[src/rtl/regsrc2_sequencer_if.sv]
// Decoder <-> regsrc2 sequencer signal bundle.
// master = decoder/control side, slave = sequencer.
interface regsrc2_sequencer_if #(
    parameter int SEL_W = 3
);
    logic             start;
    logic [1:0]       op;
    logic             stall;
    logic [SEL_W-1:0] sel;
    logic             sel_valid;
    logic             busy;
    logic             done;
    logic [1:0]       step;

    modport master (
        output start, op, stall,
        input  sel, sel_valid, busy, done, step
    );

    modport slave (
        input  start, op, stall,
        output sel, sel_valid, busy, done, step
    );
endinterface

[src/rtl/regsrc2_sequencer.sv]
// Steps the register-source-2 operand mux code through short per-op code lists.
// state | meaning
// IDLE  | operand path selected, waiting for start
// RUN   | driving sequence code step_q of op_q
// DONE  | one-cycle completion pulse; start here relaunches immediately
module regsrc2_sequencer #(
    parameter int               SEL_W    = 3,
    parameter logic [SEL_W-1:0] IDLE_SEL = SEL_W'(4)
) (
    input  logic                 clk,
    input  logic                 rst,
    regsrc2_sequencer_if.slave   bus
);
    localparam logic [1:0] S_IDLE = 2'd0;
    localparam logic [1:0] S_RUN  = 2'd1;
    localparam logic [1:0] S_DONE = 2'd2;

    localparam logic [1:0] OP_SINGLE = 2'd0;
    localparam logic [1:0] OP_PUSH   = 2'd1;
    localparam logic [1:0] OP_TRAP   = 2'd2;
    localparam logic [1:0] OP_RET    = 2'd3;

    logic [1:0]       state_q, state_d;
    logic [1:0]       op_q, op_d;
    logic [1:0]       step_q, step_d;
    logic [SEL_W-1:0] sel_q, sel_d;

    function automatic logic [SEL_W-1:0] code_of(input logic [1:0] op, input logic [1:0] idx);
        logic [SEL_W-1:0] code;
        code = IDLE_SEL;
        case ({op, idx})
            {OP_SINGLE, 2'd0}: code = SEL_W'(4);
            {OP_PUSH,   2'd0}: code = SEL_W'(3);
            {OP_PUSH,   2'd1}: code = SEL_W'(0);
            {OP_TRAP,   2'd0}: code = SEL_W'(2);
            {OP_TRAP,   2'd1}: code = SEL_W'(1);
            {OP_TRAP,   2'd2}: code = SEL_W'(5);
            {OP_TRAP,   2'd3}: code = SEL_W'(3);
            {OP_RET,    2'd0}: code = SEL_W'(3);
            {OP_RET,    2'd1}: code = SEL_W'(4);
            default:           code = IDLE_SEL;
        endcase
        return code;
    endfunction

    function automatic logic [1:0] last_step(input logic [1:0] op);
        logic [1:0] last;
        case (op)
            OP_SINGLE: last = 2'd0;
            OP_PUSH:   last = 2'd1;
            OP_TRAP:   last = 2'd3;
            default:   last = 2'd1;
        endcase
        return last;
    endfunction

    always_comb begin
        state_d = state_q;
        op_d    = op_q;
        step_d  = step_q;
        sel_d   = sel_q;
        case (state_q)
            S_IDLE, S_DONE: begin
                // DONE accepts start too, giving back-to-back macro-ops
                if (bus.start) begin
                    state_d = S_RUN;
                    op_d    = bus.op;
                    step_d  = 2'd0;
                    sel_d   = code_of(bus.op, 2'd0);
                end else begin
                    state_d = S_IDLE;
                    step_d  = 2'd0;
                    sel_d   = IDLE_SEL;
                end
            end
            S_RUN: begin
                if (!bus.stall) begin
                    if (step_q < last_step(op_q)) begin
                        step_d = step_q + 2'd1;
                        sel_d  = code_of(op_q, step_q + 2'd1);
                    end else begin
                        state_d = S_DONE;
                        step_d  = 2'd0;
                        sel_d   = IDLE_SEL;
                    end
                end
            end
            default: begin
                state_d = S_IDLE;
                step_d  = 2'd0;
                sel_d   = IDLE_SEL;
            end
        endcase
    end

    always_ff @(posedge clk) begin
        if (rst) begin
            state_q <= S_IDLE;
            op_q    <= OP_SINGLE;
            step_q  <= 2'd0;
            sel_q   <= IDLE_SEL;
        end else begin
            state_q <= state_d;
            op_q    <= op_d;
            step_q  <= step_d;
            sel_q   <= sel_d;
        end
    end

    assign bus.sel       = sel_q;
    assign bus.sel_valid = (state_q == S_RUN);
    assign bus.busy      = (state_q == S_RUN);
    assign bus.done      = (state_q == S_DONE);
    assign bus.step      = step_q;
endmodule

[src/flat_wrapper.sv]
// flat-port wrapper written by rule: the top's interface ports become plain ports
module regsrc2_sequencer_flat 
#(
    parameter int               SEL_W    = 3,
    parameter logic [SEL_W-1:0] IDLE_SEL = SEL_W'(4)
)
  (clk, rst, bus_start, bus_op, bus_stall, bus_sel, bus_sel_valid, bus_busy, bus_done, bus_step);
  regsrc2_sequencer_if #(.SEL_W(SEL_W)) bus_i ();
  input  logic clk;
  input  logic rst;
  input wire logic [$bits(bus_i.start)-1:0] bus_start;
  input wire logic [$bits(bus_i.op)-1:0] bus_op;
  input wire logic [$bits(bus_i.stall)-1:0] bus_stall;
  output wire logic [$bits(bus_i.sel)-1:0] bus_sel;
  output wire logic [$bits(bus_i.sel_valid)-1:0] bus_sel_valid;
  output wire logic [$bits(bus_i.busy)-1:0] bus_busy;
  output wire logic [$bits(bus_i.done)-1:0] bus_done;
  output wire logic [$bits(bus_i.step)-1:0] bus_step;
  assign bus_i.start = bus_start;
  assign bus_i.op = bus_op;
  assign bus_i.stall = bus_stall;
  assign bus_sel = bus_i.sel;
  assign bus_sel_valid = bus_i.sel_valid;
  assign bus_busy = bus_i.busy;
  assign bus_done = bus_i.done;
  assign bus_step = bus_i.step;
  regsrc2_sequencer #(.SEL_W(SEL_W), .IDLE_SEL(IDLE_SEL)) u_core (.clk(clk), .rst(rst), .bus(bus_i));
endmodule
[config.mk]
export PLATFORM = sky130hd
export DESIGN_NAME = regsrc2_sequencer_flat
export DESIGN_NICKNAME = d
export VERILOG_FILES = /design/src/rtl/regsrc2_sequencer_if.sv /design/src/rtl/regsrc2_sequencer.sv /design/src/flat_wrapper.sv
export SDC_FILE = /design/constraint.sdc
export NUM_CORES = 1
export LEC_CHECK = 0
export ABC_AREA = 1
export CAP_MARGIN = 20
export CORE_AREA = 8 8 45 47
export CTS_BUF_LIST = sky130_fd_sc_hd__clkbuf_16
export CTS_CLUSTER_SIZE = 14
export DETAILED_ROUTE_END_ITERATION = 10
export DIE_AREA = 0 0 53 55
export PLACE_DENSITY = 0.72
export SLEW_MARGIN = 20
export SYNTH_ARGS = -nofsm -noshare
export SYNTH_HDL_FRONTEND = slang
export SYNTH_SLANG_ARGS = --single-unit
[constraint.sdc]
create_clock -name clk -period 2.3 [get_ports clk]
set_clock_uncertainty 0.2 [all_clocks]
set_input_delay 0.46 -clock clk [delete_from_list [all_inputs] [get_ports clk]]
set_output_delay 0.46 -clock clk [all_outputs]
set_load 0.02 [all_outputs]
## Yosys cells after proc, flatten, opt, wreduce, memory -nomap -nowiden

Memory sizes are Yosys's and may differ from the RTL's.
Cells that the tools add are included.

| operators by class | value |
|---|---|
| add/sub/neg operators | 1 |
| muxes and demuxes | 13 |
| bitwise operators | 1 |
| reductions and logical operators | 8 |
| $lt $le $gt $ge | 1 |
| eq/ne operators | 8 |

Operators with widths:

| cell | number |
|---|---|
| 2-to-1 mux 2 bit | 5 |
| 2-to-1 mux 3 bit | 3 |
| case mux 3 bit (3 select lines) | 1 |
| == test 2 bit (second input constant) | 4 |
| case mux 2 bit (2 select lines) | 2 |
| zero test 2 bit | 3 |
| case mux 3 bit (2 select lines) | 1 |
| OR reduction 2 bit | 3 |
| == test 2 x 1 -> 1 bit (second input constant) | 2 |
| inequality test 2 bit (second input constant) | 2 |
| AND reduction 2 bit | 2 |
| adder 2 x 1 -> 2 bit (second input constant) | 1 |
| less-than comparator 2 bit | 1 |
| 2-to-1 mux 1 bit | 1 |
| inverter 1 bit | 1 |

| word-level totals | value |
|---|---|
| memories kept | 1 |
| flip-flop bits (word level) | 9 |
| logic and storage cells | 37 |
| bits of input ports | 6 |
| memory bits (read-only) | 48 |

Memories:

| name | depth | width | rd ports | clocked after memory_dff | wr ports | line | RTL |
|---|---|---|---|---|---|---|---|
| (no name shown) | 16 | 3 | 1 | 0 | 0 | regsrc2_sequencer.sv:31 | `case ({op, idx})` |

## Depth between registers and ports, before layout

| logic depth | value |
|---|---|
| depth in word-level cells | 8 |
| mapped depth | 10 |
| depth with buffers taken out | 10 |

## Worst setup path after synthesis

No wires, ideal clock.

| timing | value |
|---|---|
| path type | reg2reg |
| start point | register u_core.step_q[0], in the netlist u_core.bus.step[0] |
| end point | register u_core.sel_q[1], in the netlist u_core.bus.sel[1] |
| period minus slack after synthesis | 1.593 ns |
| data arrival time | 1.324 ns |
| path slack | 0.707 ns |
| data required time | 2.030 ns |
| stages on the path, launching flop included | 9 |
| cell sequence | dfxtp_1 > ha_1 > nand2_1 > nand3_1 > o21ai_0 > nand2_1 > nand2_1 > nand2_1 > a21oi_1 |

| between the ends | value |
|---|---|
| longest elaborated chain between the ends | 5 |
| elaborated cells between the ends (all ways) | 6 |
| those cells by class | add/sub: 1; order compare: 1; mux: 3; memory: 1 |

Ends and longest elaborated chain:

| element | line | RTL |
|---|---|---|
| from (decl) | regsrc2_sequencer.sv:25 | `logic [1:0] step_q, step_d;` |
| from (signal assigned) | regsrc2_sequencer.sv:105 | `step_q <= step_d;` |
| adder 2 x 1 -> 2 bit | regsrc2_sequencer.sv:80 | `sel_d = code_of(op_q, step_q + 2'd1);` |
| memory read (16 x 3 bit) | n/a |  |
| 2-to-1 mux 3 bit * | regsrc2_sequencer.sv:78 | `if (step_q < last_step(op_q)) begin` |
| 2-to-1 mux 3 bit * | regsrc2_sequencer.sv:77 | `if (!bus.stall) begin` |
| case mux 3 bit (2 select lines) * | regsrc2_sequencer.sv:62 | `case (state_q)` |
| to (signal assigned) | regsrc2_sequencer.sv:106 | `sel_q <= sel_d;` |
| to (decl) | regsrc2_sequencer.sv:26 | `logic [SEL_W-1:0] sel_q, sel_d;` |

Mark *: on every way between the ends. The rest lies on a longest branch, timed or not. The select of a mux whose other input is x is not followed.
A chain may end at the register's enable or synchronous reset.

## Worst setup path after layout

| timing | value |
|---|---|
| start point | register u_core.state_q[0] |
| end point | output port bus_sel_valid |

| between the ends | value |
|---|---|
| longest elaborated chain between the ends | 1 |

Ends and longest elaborated chain:

| element | line | RTL |
|---|---|---|
| from (decl) | regsrc2_sequencer.sv:23 | `logic [1:0] state_q, state_d;` |
| from (signal assigned) | regsrc2_sequencer.sv:103 | `state_q <= state_d;` |
| == test 2 x 1 -> 1 bit | regsrc2_sequencer.sv:111 | `assign bus.sel_valid = (state_q == S_RUN);` |
| to (decl) | flat_wrapper.sv:15 | `output wire logic [$bits(bus_i.sel_valid)-1:0] bus_sel_valid;` |

No other way between the ends.

==> impl_metrics.py <==
metrics = {
    "clock_network": {
        "cts_sinks": 9,
        "root_buffer": "clkbuf_16",
        "cts-hold-fix-buffers": 0,
        "clkTransAtPathRegs_ps": 40,
        "cts_tree": "built",
        "cts_setup_buffers": 0,
        "cts_buffer_depth": 2,
        "insertion_delay_ps": 230,
        "numCtsBuffers": 3,
        "cts_resized": 0,
        "htree_num_levels": 1,
    },
    "global_route": {
        "grt_pass1_wl_um": 2150,
        "first_global_vias": 512,
        "grt_use_total_pct": 9.96,
        "grt_max_degree": 7,
        "antenna_found_initial": 0,
        "grt_overflow_total": 0,
    },
    "worst_hold_path": {
        "hold_depth": 2,
        "min-delay-start": "u_core.bus.sel[0]",
        "holdCritPathClass": "flop to flop",
    },
    "critical_path": {
        "reg2reg_depth": 8,
        "critPathLaunch": "u_core.state_q[0]",
        "critPathArrivalTime_ps": 1400,
        "slowest_stage": "clkdlybuf4s50_1",
        "criticalPathCategory": "flop to primary output",
        "slowest_delay_ps": 600,
        "required_ps": 1640,
        "reg2reg_from": "u_core.op_q[1]",
        "path_cells": "nand2_4 > inv_1 > clkdlybuf4s50_1",
        "critPathMaxFanout": 5,
        "start_kind": "flop",
        "end_kind": "primary output",
    },
    "placed_design": {
        "hpwl_um": 949,
        "port_buffers": 13,
        "gp_congestion": 0.785,
        "preCtsSetupSlack_ps": 406,
        "dp.cells": 103,
    },
    "synth": {
        "yosysSeqAreaShare_pct": 34.5,
        "synth.net_count": 84,
        "syn_avg_cell_area_um2": 6.96,
        "netlist_area_um2": 522,
        "ys_seq_elements": 9,
        "ys_warn_count": 0,
        "synthCells": 75,
        "synth_cell_type_count": 18,
    },
    "drt": {
        "drt_iter0_drc": 14,
        "drc": 0,
        "routed_wl_um": 1200,
        "wl_per_cell_um": 11.2,
        "viasPerCell": 4.66,
        "first_pass_iters": 4,
        "ant_nets": 0,
        "vias": 499,
    },
    "timing": {
        "worst_slack_ps": 241,
        "drv_slew": 0,
        "fmax_ghz": 0.486,
        "final.setup.tns_ps": 0,
        "fin_hold_ws_ps": 278,
        "rsz0062_at_grt": "no",
        "hold_viol": 0,
        "setup-violations-final": 0,
        "worst_pin_slew_ps": 348,
        "max_slew_margin_pct": 76.7,
        "fin_crit_sh_pct": 89.5,
        "layout_min_cycle_time_ps": 2060,
    },
    "layout": {
        "fill_cells": 130,
        "antennaDiodeCount": 0,
        "final_core_util_pct": 53.8,
        "finalNonFillerCells": 107,
        "drive_gt1_share_pct": 13.2,
        "area_growth_syn_to_layout_pct": 42.7,
        "fin_nets": 101,
        "final_cell_mix": "nand2_1 (20), clkdlybuf4s50_1 (13), inv_1 (11)",
        "layout_commonest_cell": "nand2_1",
    },
    "power": {
        "power.density_mw_per_mm2": 772,
        "p_leak_nw": 0.338,
        "ir_drop_mv": 0.616,
    },
    "floorplan": {
        "fp.dieW_um": 53,
        "rows": 14,
        "start_util_pct": 37.7,
        "fp.dieH_um": 55,
        "io_pins": 14,
        "die_area_mm2": 0.00292,
        "coreArea_mm2": 0.00138,
    },
    "run_status": {
        "status": "finished clean",
    },
    "run": {
        "maxCapViolCount": 0,
    },
}
kinds of logic after synthesis:
kind of cell,after synthesis,share of synthesized area [%]
AO/OA/AOI/OAI,14,15.1
adder cells (fa/ha/maj),3,7.20
buffers and inverters,14,10.8
AND/OR/NAND/NOR,35,32.4
flip-flops,9,34.5
metal layers:
| layer | track usage [%] | part of all wire, % |
|---|---|---|
| met2 | 15.8 | 47 |
| met5 | 0 | 0 |
| met3 | 5.61 | 8.5 |
| met4 | 3.88 | 0 |
| met1 | 10.8 | 45 |
power breakdown:
part,internal [mW],switching (mW)
sequential,0.166,0.00827
combinational,0.0412,0.0537
clock,0.229,0.0762
total,0.436,0.138
path summary, 6_finish.rpt:
path / endpoint / slack (ps)
worst max-delay path: bus_sel_valid / 240
worst min-delay path: u_core.bus.sel[0] / 280
worst max register to register: u_core.bus.sel[2] / 700
worst min register to register: u_core.bus.sel[0] / 280
critical path: cells and delay by family, from the launching register on:
| kind | cells | cell delay, ps |
|---|---|---|
| buffers and inverters | 2 | 670 |
| DFF | 1 | 390 |
| and+or+nand+nor | 1 | 100 |
sequential cells by signal, indices dropped and copies added (netlist names):
register	flops
u_core.op_q	2
u_core.bus.step	2
u_core.state_q	2
u_core.bus.sel	3
cell usage after synthesis:
library cell / count / area, um^2
buf_4: 1 / 7.51
nor3_1: 1 / 5.00
nand2_1: 20 / 75.1
o21ai_0: 3 / 15.0
nor2_4: 1 / 11.3
nand2_4: 2 / 22.5
nand3_1: 4 / 20.0
inv_1: 11 / 41.3
nor2_1: 5 / 18.8
inv_2: 2 / 7.51
nor2_2: 1 / 6.26
ha_1: 3 / 37.5
nand3_2: 1 / 10.0
o21ai_1: 3 / 15.0
o21ai_2: 1 / 8.76
o211a_1: 1 / 10.0
a21oi_1: 6 / 30.0
dfxtp_1: 9 / 180
layout make-up:
cell class / instances / area (um^2) / area share, %
clock buffer: 3 / 75.1 / 10.1
clock inverter: 1 / 5.00 / 0.672
sequential: 9 / 180 / 24.2
multi-input combinational: 52 / 285 / 38.3
timing repair buffer: 13 / 130 / 17.5
inverter: 13 / 48.8 / 6.55
tap: 16 / 20.0 / 2.69
through the flow:
stage / cell area, um^2 / power [mW]
after floorplan: 522 / 0.236
after CTS: 744 / 0.584
after global routing: 744 / 0.605
after global placement: 664 / 0.270
after detailed placement: 664 / 0.272
final: 744 / 0.575
Power figures use the tool's default switching activity.
